==> src/rtl/conv_filter_scheduler_if.sv <==
// Control/handshake bundle between layer control, the filter scheduler and the map consumer.
// CONV_SCHED_PERF_EN adds the stall_cycles performance counter output.
interface conv_filter_scheduler_if #(
  parameter int K = 8
);
  localparam int SW = (K > 1) ? $clog2(K) : 1;

  logic          start;
  logic          abort;
  logic          busy;
  logic          done;
  logic          eng_reset;
  logic [SW-1:0] filter_sel;
  logic          out_valid;
  logic          out_ready;
  logic [SW-1:0] out_filter;
`ifdef CONV_SCHED_PERF_EN
  logic [31:0]   stall_cycles;

  modport master (
    input  start, abort, out_ready,
    output busy, done, eng_reset, filter_sel, out_valid, out_filter, stall_cycles
  );
  modport slave (
    output start, abort, out_ready,
    input  busy, done, eng_reset, filter_sel, out_valid, out_filter, stall_cycles
  );
`else
  modport master (
    input  start, abort, out_ready,
    output busy, done, eng_reset, filter_sel, out_valid, out_filter
  );
  modport slave (
    output start, abort, out_ready,
    input  busy, done, eng_reset, filter_sel, out_valid, out_filter
  );
`endif
endinterface

==> src/rtl/conv_filter_scheduler.sv <==
// Steps K filters through one shared convolution engine, timing each run and handing each map off via valid/ready.
// Optional macro CONV_SCHED_PERF_EN adds a saturating count of cycles stalled waiting for out_ready.
module conv_filter_scheduler #(
  parameter int DATA_WIDTH = 32,
  parameter int D          = 1,
  parameter int H          = 48,
  parameter int W          = 48,
  parameter int F          = 3,
  parameter int K          = 8
) (
  input  logic                      clk,
  input  logic                      reset,
  conv_filter_scheduler_if.master   bus
);
  localparam int ROW_CYCLES = D * F * F + 3;
  localparam int RUN_CYCLES = (H - F + 1) * ROW_CYCLES;
  localparam int CW         = $clog2(RUN_CYCLES + 1);
  localparam int SW         = (K > 1) ? $clog2(K) : 1;

  generate
    if (DATA_WIDTH < 1 || K < 1 || W < F || H < F) begin : g_param_check
      $error("conv_filter_scheduler: illegal parameter combination");
    end
  endgenerate

  typedef enum logic [1:0] {IDLE, LOAD, RUN, WAIT} state_t;

  state_t        state, state_nxt;
  logic [CW-1:0] cnt;
  logic [SW-1:0] sel_nxt;
  logic          done_nxt;

  always_ff @(posedge clk) begin
    if (reset) state <= IDLE;
    else       state <= state_nxt;
  end

  always_comb begin
    state_nxt = state;
    sel_nxt   = bus.filter_sel;
    done_nxt  = 1'b0;
    case (state)
      IDLE: begin
        sel_nxt = '0;
        if (bus.start && !bus.abort) state_nxt = LOAD;
      end
      LOAD: state_nxt = RUN;
      RUN:  if (cnt == CW'(RUN_CYCLES - 1)) state_nxt = WAIT;
      WAIT: begin
        // out_valid is high throughout WAIT, so out_ready alone completes the handshake
        if (bus.out_ready) begin
          if (bus.filter_sel == SW'(K - 1)) begin
            state_nxt = IDLE;
            sel_nxt   = '0;
            done_nxt  = 1'b1;
          end else begin
            state_nxt = LOAD;
            sel_nxt   = bus.filter_sel + 1'b1;
          end
        end
      end
      default: state_nxt = IDLE;
    endcase
    if (bus.abort && state != IDLE) begin
      state_nxt = IDLE;
      sel_nxt   = '0;
      done_nxt  = 1'b0;
    end
  end

  // Outputs are registered copies of the decode of the next state
  always_ff @(posedge clk) begin
    if (reset) begin
      bus.busy       <= 1'b0;
      bus.done       <= 1'b0;
      bus.eng_reset  <= 1'b1;
      bus.filter_sel <= '0;
      bus.out_valid  <= 1'b0;
      bus.out_filter <= '0;
      cnt            <= '0;
    end else begin
      bus.busy       <= (state_nxt != IDLE);
      bus.done       <= done_nxt;
      bus.eng_reset  <= (state_nxt == IDLE) || (state_nxt == LOAD);
      bus.filter_sel <= sel_nxt;
      bus.out_valid  <= (state_nxt == WAIT);
      bus.out_filter <= sel_nxt;
      cnt            <= (state == RUN && state_nxt == RUN) ? cnt + 1'b1 : '0;
    end
  end

`ifdef CONV_SCHED_PERF_EN
  always_ff @(posedge clk) begin
    if (reset) begin
      bus.stall_cycles <= '0;
    end else if (state == IDLE && bus.start && !bus.abort) begin
      bus.stall_cycles <= '0;
    end else if (state == WAIT && !bus.out_ready && bus.stall_cycles != 32'hFFFF_FFFF) begin
      bus.stall_cycles <= bus.stall_cycles + 1'b1;
    end
  end
`endif
endmodule
==> src/flat_wrapper.sv <==
// flat-port wrapper written by rule: the top's interface ports become plain ports
module conv_filter_scheduler_flat 
#(
  parameter int DATA_WIDTH = 32,
  parameter int D          = 1,
  parameter int H          = 48,
  parameter int W          = 48,
  parameter int F          = 3,
  parameter int K          = 8
)
  (clk, reset, bus_start, bus_abort, bus_out_ready, bus_busy, bus_done, bus_eng_reset, bus_filter_sel, bus_out_valid, bus_out_filter);
  conv_filter_scheduler_if #(.K(K)) bus_i ();
  input  logic clk;
  input  logic reset;
  input wire logic [$bits(bus_i.start)-1:0] bus_start;
  input wire logic [$bits(bus_i.abort)-1:0] bus_abort;
  input wire logic [$bits(bus_i.out_ready)-1:0] bus_out_ready;
  output wire logic [$bits(bus_i.busy)-1:0] bus_busy;
  output wire logic [$bits(bus_i.done)-1:0] bus_done;
  output wire logic [$bits(bus_i.eng_reset)-1:0] bus_eng_reset;
  output wire logic [$bits(bus_i.filter_sel)-1:0] bus_filter_sel;
  output wire logic [$bits(bus_i.out_valid)-1:0] bus_out_valid;
  output wire logic [$bits(bus_i.out_filter)-1:0] bus_out_filter;
  assign bus_i.start = bus_start;
  assign bus_i.abort = bus_abort;
  assign bus_i.out_ready = bus_out_ready;
  assign bus_busy = bus_i.busy;
  assign bus_done = bus_i.done;
  assign bus_eng_reset = bus_i.eng_reset;
  assign bus_filter_sel = bus_i.filter_sel;
  assign bus_out_valid = bus_i.out_valid;
  assign bus_out_filter = bus_i.out_filter;
  conv_filter_scheduler #(.DATA_WIDTH(DATA_WIDTH), .D(D), .H(H), .W(W), .F(F), .K(K)) u_core (.clk(clk), .reset(reset), .bus(bus_i));
endmodule
==> config.mk <==
export PLATFORM = sky130hd
export DESIGN_NAME = conv_filter_scheduler_flat
export DESIGN_NICKNAME = d
export VERILOG_FILES = /design/src/rtl/conv_filter_scheduler_if.sv /design/src/rtl/conv_filter_scheduler.sv /design/src/flat_wrapper.sv
export SDC_FILE = /design/constraint.sdc
export NUM_CORES = 1
export LEC_CHECK = 0
export ABC_AREA = 0
export BUFFER_PORTS_ARGS = -buffer_cell sky130_fd_sc_hd__buf_2
export CAP_MARGIN = 20
export CORE_MARGIN = 4
export CORE_UTILIZATION = 35
export CTS_CLUSTER_SIZE = 25
export DETAILED_ROUTE_END_ITERATION = 8
export HOLD_SLACK_MARGIN = 0.1
export PLACE_DENSITY_LB_ADDON = 0.08
export SYNTH_ARGS = -nofsm -noshare
export SYNTH_HDL_FRONTEND = slang
export SYNTH_SLANG_ARGS = --single-unit
==> constraint.sdc <==
create_clock -name clk -period 1.9 [get_ports clk]
set_input_delay 0.19 -clock clk [delete_from_list [all_inputs] [get_ports clk]]
set_output_delay 0.19 -clock clk [all_outputs]
set_load 0.05 [all_outputs]
### Word level (Yosys, flattened, before mapping)

Index checks and enable logic that the tools add are counted.

| operators by class | value |
|---|---|
| add/subtract/negate cells | 2 |
| equality and inequality tests | 9 |
| mux-type cells | 10 |
| bitwise logic cells | 3 |
| reduce and logical (&&, ||, !) cells | 14 |

Operators with widths:

| operator | count |
|---|---|
| $add A10 B1 Y10 const B | 1 |
| $eq A10 B10 Y1 const B | 1 |
| $eq A2 B2 Y1 const B | 4 |
| $mux W2 | 4 |
| $pmux W2 S4 | 1 |
| $mux W3 | 2 |
| $pmux W3 S2 | 1 |
| $reduce_bool A2 Y1 | 3 |
| $eq A2 B1 Y1 const B | 2 |
| $logic_not A2 Y1 | 2 |
| $reduce_or A2 Y1 | 2 |
| $reduce_or A4 Y1 | 1 |
| $add A3 B1 Y3 const B | 1 |
| $eq A3 B3 Y1 const B | 1 |
| $logic_and A1 B1 Y1 | 3 |
| $not A1 Y1 | 3 |
| $mux W1 | 2 |
| $ne A2 B2 Y1 const B | 1 |
| $reduce_and A2 Y1 | 1 |
| $logic_not A1 Y1 | 1 |
| $logic_or A1 B1 Y1 | 1 |

| word-level totals | value |
|---|---|
| flip-flop bits (word level) | 19 |
| input port bits | 5 |
| logic and storage cells | 45 |

### Longest topological paths before layout

| logic depth | value |
|---|---|
| depth in word-level cells | 9 |
| mapped depth | 6 |
| depth with buffers taken out | 6 |

### Least setup slack after synthesis

No wires, ideal clock.

| path | value |
|---|---|
| path type | register -> register |
| start point | reg u_core.cnt[7] |
| end point | reg u_core.bus.busy |
| arrival time | 1.690 ns |
| required time | 1.804 ns |
| setup slack | 0.114 ns |
| stages on the path, launching flop included | 5 |
| buffers on the path | 0 |
| path through | dfxtp_1 > or4b_1 > or4_1 > and2_4 > o41ai_2 |

| on the way | value |
|---|---|
| longest elaborated chain between the ends | 5 |

RTL lines:

| item | line | source |
|---|---|---|
| start, declared | conv_filter_scheduler.sv:29 | `logic [CW-1:0] cnt;` |
| start signal, assigned | conv_filter_scheduler.sv:88 | `cnt <= (state == RUN && state_nxt == RUN) ? cnt + 1'b1 : '0;` |
| $eq A10 B10 Y1 | conv_filter_scheduler.sv:48 | `RUN: if (cnt == CW'(RUN_CYCLES - 1)) state_nxt = WAIT;` |
| $mux W2 | conv_filter_scheduler.sv:48 |  |
| $pmux W2 S4 | conv_filter_scheduler.sv:42 | `case (state)` |
| $mux W2 | conv_filter_scheduler.sv:64 | `if (bus.abort && state != IDLE) begin` |
| $reduce_bool A2 Y1 | conv_filter_scheduler.sv:82 | `bus.busy <= (state_nxt != IDLE);` |
| end signal, assigned | conv_filter_scheduler.sv:82 |  |
| end, declared | conv_filter_scheduler_if.sv:31 | `output busy, done, eng_reset, filter_sel, out_valid, out_filter` |

Every way passes these cells.
A chain may end at the register's enable or synchronous reset.

### Worst setup path in the final report

| path | value |
|---|---|
| start point | reg u_core.cnt[3] |
| end point | reg u_core.bus.busy |

Same word-level chain as after synthesis.

==> flow_summary_export.csv <==
group,metric,value,unit
status,status,"completed",
logic_synthesis,netlist_top_cells_count,"dfxtp_1, nor2_1, nand2_1",
logic_synthesis,yosysTopAreaCellShare,44.2,%
floorplanning,die_w,57.6,um
timing,grt_setup_unrepaired,"false",
logic_synthesis,ys_ff_latch,19,
detailed_routing,wl_met1,874,um
logic_synthesis,yosysMostFrequentCell,"dfxtp_1",
timing,finalClockSkew,0.00889,ns
logic_synthesis,syn_inst,96,
clock_tree,cts_sinks,19,
job,max-cap-violations,0,
setup_path,path_class,"reg -> reg",
detailed_routing,remaining_drc_errors,0,
detailed_routing,top_layer_used,"met4",
floorplanning,boundaryPins,15,
power_and_ir_drop,irDropWorstVdd,0.368,mV
timing,finalMaxSlewViolations,0,
logic_synthesis,synth_top_area_cell,"dfxtp_1",
power_and_ir_drop,power.switching,0.161,mW
power_and_ir_drop,pwr-share-comb,7.1,%
place,routabilityCongestion,0.740,
finish,diodes,0,
power_and_ir_drop,total_power,0.658,mW
logic_synthesis,syn-num-nets,104,
clock_tree,cts_setup_buffers,0,
finish,nets,122,
finish,drive_above_1_share,23.9,%
detailed_routing,vias_per_cell,4.96,
detailed_routing,wl_met3,79,um
logic_synthesis,ys_seq_area_share,44.2,%
detailed_routing,wl_met2,653,um
timing,tns,0,ns
power_and_ir_drop,seq_power_share,61.4,%
setup_path,arrival,2.06,ns
logic_synthesis,synth_edf_count,0,
logic_synthesis,postSynthAreaPerCell,8.97,sq um
finish,multi_input_area,432,sq um
detailed_routing,firstDrtPassIters,4,
grt,grt_overflow,0,
finish,fillers,226,
worst_hold_path,hold_depth,2,
timing,finalHoldViolCount,0,
timing,setup_viol,0,
detailed_routing,num_vias,700,
worst_hold_path,hp-class,"in -> reg",
floorplanning,die_area,3320,sq um
logic_synthesis,synth_ff_type,"dfxtp_1",
setup_path,start_kind,"register",
timing,worstMarginPinSlew,0.340,ns
place,dpl.hpwl,1.17,mm
grt,grt_util_all_layers,10.6,%
power_and_ir_drop,clkPwrFrac,31.5,%
logic_synthesis,synth-async-reset-ratio,0,%
clock_tree,cts_tree,"done",
clock_tree,clk_latency,0.30,ns
detailed_routing,dr.first_iter.drc_count,15,
clock_tree,root_buffer,"clkbuf_4",
setup_path,r2r_slack,0.05,ns
clock_tree,cts_htree_levels,1,
clock_tree,holdBufCountCts,0,
setup_path,cp_max_fo,4,
floorplanning,core,2280,sq um
power_and_ir_drop,switching_share,24.5,%
setup_path,timing.rr.start,"u_core.cnt[3]",
finish,finalNonFillerCells,141,
detailed_routing,routedWlPerCell,11.5,um
logic_synthesis,yosysWarnings,0,
setup_path,reg2reg_depth,4,
floorplanning,fp.dieH,57.6,um
clock_tree,path_clk_slew,0.12,ns
detailed_routing,antenna_left,0,
logic_synthesis,ys_types,30,
place,dpl.cell_count,137,
power_and_ir_drop,power_leakage,0.409,nW
clock_tree,clock_path_buffers,2,
logic_synthesis,synth_area_leaders,"dfxtp_1, nor2_1, xor2_1",
power_and_ir_drop,power_density,668,nW/um^2
grt,grt_pass1_wl,2.79,mm
timing,maxSlewHeadroom,77.1,%
detailed_routing,wirelength,1.62,mm
setup_path,r2r-end,"u_core.bus.busy",
floorplanning,initial_core_util,37.8,%
clock_tree,cts_buffers,3,
setup_path,cp-end-kind,"register",
setup_path,required,2.11,ns
timing,min_period_over_period,97.2,%
timing,max_freq,541,MHz
clock_tree,cts_resized,0,
finish,fin_util,43.3,%
power_and_ir_drop,p_int,0.497,mW
grt,antenna_found_initial,0,
worst_hold_path,hold_end,"u_core.state[0]",
place,io_buffers,14,
floorplanning,rows,17,
worst_hold_path,min_from,"bus_abort",
finish,syn_to_final_growth,14.5,%
timing,timing.final.crit_period,1.85,ns
finish,seq_area,380,sq um
logic_synthesis,synth_area,861,sq um
grt,grt_pass1_vias,630,
grt,grt_max_degree,13,
final cells by class:
class,count,share of cell area (%)
multi-input cells,69,43.8
flip-flops and latches,19,38.6
repair buffers,18,10.2
well taps,28,3.55
clock buffers,3,2.28
inverters,3,1.14
clock inverters,1,0.508
cells in the final DEF (no fill, tap or decap), types with 2 or more instances in the layout:
cell type / instances
dfxtp_1: 19
buf_2: 14
nor2_1: 13
nand2_1: 8
o21ai_0: 5
nand3_1: 5
xor2_1: 5
buf_4: 4
a21oi_1: 3
nor3_1: 3
inv_1: 3
ha_1: 3
clkbuf_4: 3
nand2b_1: 2
and3_1: 2
a22oi_1: 2
or3_1: 2
xnor2_1: 2
logic make-up (layout without fill, tap and decap cells):
group	count (synthesis)	after routing	share of synthesized area (%)
simple gates	47	47	29.1
fa+ha+maj	3	3	4.36
xor+xnor	7	7	7.12
flops	19	19	44.2
compound gates	12	12	9.16
buf+inv	8	25	6.10
how the worst max path moves through the flow:
stage	depth (start not counted)	startpoint	slack (ns)	end
final	4	u_core.cnt[3]	0.05	u_core.bus.busy
after global routing	4	u_core.cnt[3]	0.003	u_core.bus.busy
after CTS	4	u_core.cnt[3]	0.03	u_core.bus.busy
after detailed placement	4	u_core.cnt[3]	0.05	u_core.bus.busy
after global placement	4	u_core.cnt[3]	0.07	u_core.bus.busy
after floorplan	4	u_core.cnt[7]	0.11	u_core.bus.busy
per-stage QoR:
| stage | setup WS [ns] | hold slack (ns) | area [sq um] |
|---|---|---|---|
| finish | 0.0527 | 0.119 | 986 |
| global route | 0.00329 | 0.114 | 986 |
| CTS | 0.0330 | 0.116 | 982 |
| detailed placement | 0.0544 | 0.447 | 955 |
| global placement | 0.0736 | 0.444 | 955 |
| floorplan | 0.114 | 0.268 | 861 |
sequential cells by signal, indices dropped and copies added (netlist names):
register / flops
u_core.cnt: 10
u_core.bus.out_filter: 3
u_core.state: 2
u_core.bus.busy: 1
u_core.bus.done: 1
u_core.bus.eng_reset: 1
u_core.bus.out_valid: 1
critical path, stage by stage (launching register included):
cell and delay, ns:
dfxtp_1 0.35, or4b_1 0.51, or4_4 0.49, and2_4 0.17
o41ai_2 0.26
power groups by stage:
stage	sequential (mW)	combinational, mW	clock (mW)
floorplan	0.424	0.0218	0
global placement	0.413	0.0468	0
detailed placement	0.413	0.0464	0
CTS	0.404	0.0469	0.214
global route	0.405	0.0515	0.229
finish	0.404	0.0466	0.208
routing by layer:
| layer | GRT usage (%) | vias to the layer above |
|---|---|---|
| li1 | - | 365 |
| met1 | 15.7 | 316 |
| met2 | 14.2 | 17 |
| met3 | 2.49 | 2 |
| met4 | 4.97 | 0 |
| met5 | 0 | - |
No activity file was read; power rests on OpenSTA's default activity.
